===== config.mk =====
export PLATFORM = sky130hd
export DESIGN_NAME = multicyc_muldiv
export DESIGN_NICKNAME = d
export VERILOG_FILES = /design/src/rtl/multicyc_muldiv.sv
export SDC_FILE = /design/constraint.sdc
export NUM_CORES = 2
export LEC_CHECK = 0
export BUFFER_PORTS_ARGS = -buffer_cell sky130_fd_sc_hd__buf_2
export CAP_MARGIN = 15
export CORE_UTILIZATION = 33
export DETAILED_ROUTE_END_ITERATION = 10
export GPL_ROUTABILITY_DRIVEN = 0
export HOLD_SLACK_MARGIN = 0.05
export SYNTH_ARGS = -nofsm -noshare
export SYNTH_HDL_FRONTEND = slang
export SYNTH_SLANG_ARGS = --single-unit

===== constraint.sdc =====
create_clock -name clk -period 36.2 [get_ports clk]
set_input_delay 7.24 -clock clk [delete_from_list [all_inputs] [get_ports clk]]
set_output_delay 7.24 -clock clk [all_outputs]
set_load 0.01 [all_outputs]

===== src/rtl/multicyc_muldiv.sv =====
// Multicycle multiply/divide/accumulate unit producing a {HI,LO} result.
// One request in flight at a time; the result is held under a valid/ready handshake.
module multicyc_muldiv #(
  parameter int DATA_WIDTH = 32,
  parameter int MUL_CYCLES = 3,
  parameter int DIV_BITS   = 1
) (
  input  logic                      clk,
  input  logic                      rst,
  input  logic                      flush,
  input  logic                      req_valid,
  output logic                      req_ready,
  input  logic [6:0]                req_op,
  input  logic [DATA_WIDTH-1:0]     req_reg0,
  input  logic [DATA_WIDTH-1:0]     req_reg1,
  input  logic [2*DATA_WIDTH-1:0]   req_hilo,
  output logic                      resp_valid,
  input  logic                      resp_ready,
  output logic [2*DATA_WIDTH-1:0]   resp_hilo,
  output logic                      busy
);

  localparam int W         = DATA_WIDTH;
  localparam int DIV_STEPS = DATA_WIDTH / DIV_BITS;
  localparam int CNT_MAX   = (MUL_CYCLES > DIV_STEPS) ? MUL_CYCLES : DIV_STEPS;
  localparam int CNT_W     = $clog2(CNT_MAX + 1);

  localparam logic [6:0] OP_MULT  = 7'h18;
  localparam logic [6:0] OP_MULTU = 7'h19;
  localparam logic [6:0] OP_DIV   = 7'h1A;
  localparam logic [6:0] OP_DIVU  = 7'h1B;
  localparam logic [6:0] OP_MADD  = 7'h1C;
  localparam logic [6:0] OP_MADDU = 7'h1D;
  localparam logic [6:0] OP_MSUB  = 7'h1E;
  localparam logic [6:0] OP_MSUBU = 7'h1F;
  localparam logic [6:0] OP_MUL   = 7'h20;

  typedef enum logic [2:0] {
    IDLE, MUL, DIV_PRE, DIV_ITER, DIV_POST, DONE
  } state_t;

  state_t             state, state_next;
  logic [CNT_W-1:0]   cnt;
  logic [6:0]         op_q;
  logic [W-1:0]       reg0_q, reg1_q;
  logic [2*W-1:0]     hilo_q;
  logic [W-1:0]       div_rem, div_quo, div_den;
  logic               quo_neg, rem_neg;
  logic [2*W-1:0]     resp_hilo_q;

  function automatic logic is_mul_op(input logic [6:0] op);
    return (op == OP_MULT) || (op == OP_MULTU) || (op == OP_MADD) || (op == OP_MADDU) ||
           (op == OP_MSUB) || (op == OP_MSUBU) || (op == OP_MUL);
  endfunction

  function automatic logic is_div_op(input logic [6:0] op);
    return (op == OP_DIV) || (op == OP_DIVU);
  endfunction

  // Full-width product; the low 2W bits of a 2W x 2W multiply equal the signed product mod 2^2W.
  logic           mul_signed;
  logic [2*W-1:0] mul_a, mul_b, product, mul_result;

  always_comb begin
    mul_signed = (op_q == OP_MULT) || (op_q == OP_MADD) || (op_q == OP_MSUB) || (op_q == OP_MUL);
    mul_a      = mul_signed ? {{W{reg0_q[W-1]}}, reg0_q} : {{W{1'b0}}, reg0_q};
    mul_b      = mul_signed ? {{W{reg1_q[W-1]}}, reg1_q} : {{W{1'b0}}, reg1_q};
    product    = mul_a * mul_b;
    case (op_q)
      OP_MADD, OP_MADDU: mul_result = hilo_q + product;
      OP_MSUB, OP_MSUBU: mul_result = hilo_q - product;
      OP_MUL:            mul_result = {hilo_q[2*W-1:W], product[W-1:0]};
      default:           mul_result = product;
    endcase
  end

  // Restoring division: the dividend shifts out of div_quo while quotient bits shift in.
  logic [W-1:0] iter_rem, iter_quo;
  logic [W:0]   shifted;

  always_comb begin
    iter_rem = div_rem;
    iter_quo = div_quo;
    shifted  = '0;
    for (int i = 0; i < DIV_BITS; i++) begin
      shifted  = {iter_rem, iter_quo[W-1]};
      iter_quo = {iter_quo[W-2:0], 1'b0};
      if (shifted >= {1'b0, div_den}) begin
        shifted     = shifted - {1'b0, div_den};
        iter_quo[0] = 1'b1;
      end
      iter_rem = shifted[W-1:0];
    end
  end

  logic         div_signed;
  logic [W-1:0] abs0, abs1;
  logic [2*W-1:0] div_result;

  always_comb begin
    div_signed = (op_q == OP_DIV);
    abs0       = (div_signed && reg0_q[W-1]) ? -reg0_q : reg0_q;
    abs1       = (div_signed && reg1_q[W-1]) ? -reg1_q : reg1_q;
    if (reg1_q == '0)
      div_result = {reg0_q, {W{1'b1}}};
    else
      div_result = {(rem_neg ? -div_rem : div_rem), (quo_neg ? -div_quo : div_quo)};
  end

  always_ff @(posedge clk or posedge rst) begin
    if (rst) state <= IDLE;
    else     state <= state_next;
  end

  always_comb begin
    state_next = state;
    case (state)
      IDLE: begin
        if (req_valid) begin
          if (is_mul_op(req_op))      state_next = MUL;
          else if (is_div_op(req_op)) state_next = DIV_PRE;
          else                        state_next = DONE;
        end
      end
      MUL:      if (cnt == '0) state_next = DONE;
      DIV_PRE:  state_next = DIV_ITER;
      DIV_ITER: if (cnt == '0) state_next = DIV_POST;
      DIV_POST: state_next = DONE;
      DONE:     if (resp_ready) state_next = IDLE;
      default:  state_next = IDLE;
    endcase
    if (flush) state_next = IDLE;
  end

  // Datapath is frozen during flush so a dropped op never overwrites the held result.
  always_ff @(posedge clk or posedge rst) begin
    if (rst) begin
      cnt         <= '0;
      op_q        <= '0;
      reg0_q      <= '0;
      reg1_q      <= '0;
      hilo_q      <= '0;
      div_rem     <= '0;
      div_quo     <= '0;
      div_den     <= '0;
      quo_neg     <= 1'b0;
      rem_neg     <= 1'b0;
      resp_hilo_q <= '0;
    end else if (!flush) begin
      case (state)
        IDLE: begin
          if (req_valid) begin
            op_q   <= req_op;
            reg0_q <= req_reg0;
            reg1_q <= req_reg1;
            hilo_q <= req_hilo;
            cnt    <= CNT_W'(MUL_CYCLES - 1);
            if (!is_mul_op(req_op) && !is_div_op(req_op))
              resp_hilo_q <= req_hilo;
          end
        end
        MUL: begin
          if (cnt == '0) resp_hilo_q <= mul_result;
          else           cnt <= cnt - CNT_W'(1);
        end
        DIV_PRE: begin
          div_rem <= '0;
          div_quo <= abs0;
          div_den <= abs1;
          quo_neg <= div_signed && (reg0_q[W-1] ^ reg1_q[W-1]);
          rem_neg <= div_signed && reg0_q[W-1];
          cnt     <= CNT_W'(DIV_STEPS - 1);
        end
        DIV_ITER: begin
          div_rem <= iter_rem;
          div_quo <= iter_quo;
          if (cnt != '0) cnt <= cnt - CNT_W'(1);
        end
        DIV_POST: resp_hilo_q <= div_result;
        default: ;
      endcase
    end
  end

  assign req_ready  = (state == IDLE) && !flush;
  assign resp_valid = (state == DONE);
  assign busy       = (state != IDLE);
  assign resp_hilo  = resp_hilo_q;

endmodule


==> flow_metrics.py <==
metrics = {
    "status": {
        "status": "finished clean",
    },
    "timing": {
        "fin_skew_ps": 40.9,
        "setup_ws_ps": 20780,
        "fmax_ghz": 0.0648,
        "max_slew_margin_pct": 16.5,
        "fin_crit_ps": 15420,
        "finalSetupViolations": 0,
        "tightest_slew_ps": 1240,
        "final_max_slew_viol_count": 0,
        "min_period_over_period_pct": 42.6,
        "rsz0062_at_grt": "false",
        "worst_hold_slack_ps": 476,
        "setup_tns_ps": 0,
        "hold_viol": 0,
    },
    "cts": {
        "cts_resized": 0,
        "numCtsBuffers": 35,
        "cts_root_buf": "clkbuf_16",
        "clkSlewWorstSetupHoldPaths_ps": 70,
        "cts_tree": "done",
        "cts_sinks": 306,
        "post_cts_buffers": 0,
        "insertion_delay_ps": 580,
        "h-tree-depth": 2,
        "cts_buffer_depth": 3,
        "hold_buffers": 0,
    },
    "final_layout": {
        "final_common_cell": "inv_1",
        "area_growth_pct": 6.98,
        "drive_gt1_share_pct": 7.33,
        "fillCellCount": 21700,
        "nNetsFinal": 9840,
        "mostFrequentLayoutCells": "1644 x inv_1, 1426 x fa_1, 1156 x nand2_1",
        "design_area_um2": 75900,
    },
    "placed_design": {
        "place_ws_ps": 20800,
        "port_buffers": 206,
        "place_hpwl_um": 191000,
        "placed_cell_area_um2": 74700,
    },
    "worst_setup_path": {
        "worst-setup-path-type": "register to register",
        "crit_family": "adder cells",
        "slowest_delay_ps": 730,
        "critPathMaxFanout": 26,
        "cp_common_cell": "fa_1",
        "crit_path_top_delay_cell": "or4b_2",
        "worst_setup_path_end_kind": "register",
        "crit_buf_inv": 10,
        "critPathArrivalTime_ps": 15890,
        "cp.required_ps": 36660,
        "critPathLaunchType": "register",
    },
    "synthesis": {
        "yosys.area.top_type": "fa_1",
        "synth_ff_type": "dfrtp_1",
        "synth_cell_types": 94,
        "syn_area_um2": 70900,
        "avgSynthCellArea_um2": 8.89,
        "synthCells": 7977,
        "synthArstFlopShare_pct": 100,
        "synth_fp_nets": 9948,
        "synth_area_leaders": "fa_1 40%, dfrtp_1 11%, inv_1 8.7%",
        "ys_ff_latch": 306,
        "ys.warnings.count": 0,
        "synth-edff-count": 0,
        "synth_seq_area_share_pct": 10.8,
        "yosys.area.top_type_share_pct": 40.2,
    },
    "grt": {
        "antenna_found_initial": 16,
        "grt_max_degree": 148,
        "grt_first_pass_wirelength_um": 368000,
        "track_usage_pct": 22.2,
        "grt_pass1_vias": 59900,
        "overflow": 0,
    },
    "route": {
        "wl_um": 239000,
        "dr.pass1.iters": 8,
        "drc": 0,
        "vias": 56400,
        "ant_nets": 0,
        "post_drt_via_cell_ratio": 5.26,
        "drt_iter0_markers": 4790,
        "wire_per_inst_um": 22.3,
    },
    "die": {
        "core.rowCount": 169,
        "design.portCount": 207,
        "core-area_um2": 213000,
        "die_y_um": 466,
        "die_w_um": 466,
        "die_area_um2": 217000,
        "start_util_pct": 33.3,
    },
    "worst_hold_path": {
        "min-delay-path-class": "register to register",
    },
    "flow_run": {
        "max-cap-violations": 0,
    },
}
## metrics by stage
stage | instances | utilization (%)
6_report | 10700 | 35.6
5_1_grt | 10700 | 35.6
4_1_cts | 10700 | 35.6
3_5_place_dp | 10700 | 35.1
3_3_place_gp | 10700 | 35.1
2_1_floorplan | 7977 | -
## path summary, 6_finish.rpt
check                                          startpoint                        end  slack [ps]  cells past startpoint
max in group asynchronous                             rst  resp_hilo[58]$_DFFE_PP0P_       28000                      3
worst min-delay path            resp_hilo[32]$_DFFE_PP0P_  resp_hilo[32]$_DFFE_PP0P_         480                      2
worst max-delay path                  op_q[3]$_DFFE_PP0P_  resp_hilo[63]$_DFFE_PP0P_       20780                     49
worst max register to register        op_q[3]$_DFFE_PP0P_  resp_hilo[63]$_DFFE_PP0P_       20780                     49
min in group asynchronous                             rst      reg0_q[8]$_DFFE_PP0P_        6800                      2
worst min register to register  resp_hilo[32]$_DFFE_PP0P_  resp_hilo[32]$_DFFE_PP0P_         480                      2
## cell families (layout without fill, tap and decap cells)
| kind of cell | Yosys count | in the layout | share of synthesized area [%] |
|---|---|---|---|
| buffers and inverters | 2102 | 2019 | 11.1 |
| AND/OR/NAND/NOR | 2095 | 2095 | 13.6 |
| adder cells (fa/ha/maj) | 1834 | 1834 | 47.4 |
| AO/OA/AOI/OAI | 1112 | 1112 | 9.98 |
| XOR/XNOR | 380 | 380 | 4.69 |
| flip-flops | 306 | 306 | 10.8 |
| multiplexers | 148 | 148 | 2.32 |
| other | 0 | 8 | 0 |
## worst min-delay path, stage by stage (launching register included)
cell and delay [ps]:
dfrtp_1 340, nand2_1 50, o21ai_0 60
## state kept, by name, summed over array words and instances, names as in the netlist
signal / count
cnt: 6
div_den: 32
div_quo: 32
div_rem: 32
hilo_q: 64
op_q: 7
quo_neg: 1
reg0_q: 32
reg1_q: 32
rem_neg: 1
resp_hilo: 64
state: 3
## cell usage after synthesis, drive strengths merged, types with 59 or more instances
cell,n
inv,1645
fa,1426
nand2,1160
ha,405
clkbuf,370
and2,340
o21ai,336
dfrtp,306
a21oi,267
nor2,205
xnor2,198
xor2,182
mux2,134
a21o,93
buf,86
nand3,67
nor3,59
## routing by layer
metal / share of wire (%) / GRT usage (%)
met1: 40 / 28.3
met2: 47 / 37.0
met3: 8.4 / 3.58
met4: 5.2 / 9.93
met5: 0.010 / 0
## area by class of cell
cell class / instances / area [um^2] / area share, %
Multi-Input combinational cell: 5569 / 55500 / 73.1
Timing Repair Buffer: 311 / 1830 / 2.41
Clock buffer: 43 / 936 / 1.23
Tap cell: 2821 / 3530 / 4.65
Inverter: 1646 / 6190 / 8.15
Sequential cell: 306 / 7670 / 10.1
Antenna cell: 8 / 20.0 / 0.0264
Clock inverter: 19 / 259 / 0.341
Power is not shown: default switching activity piles up to over one toggle a cycle in this logic, so the estimate is an artifact.
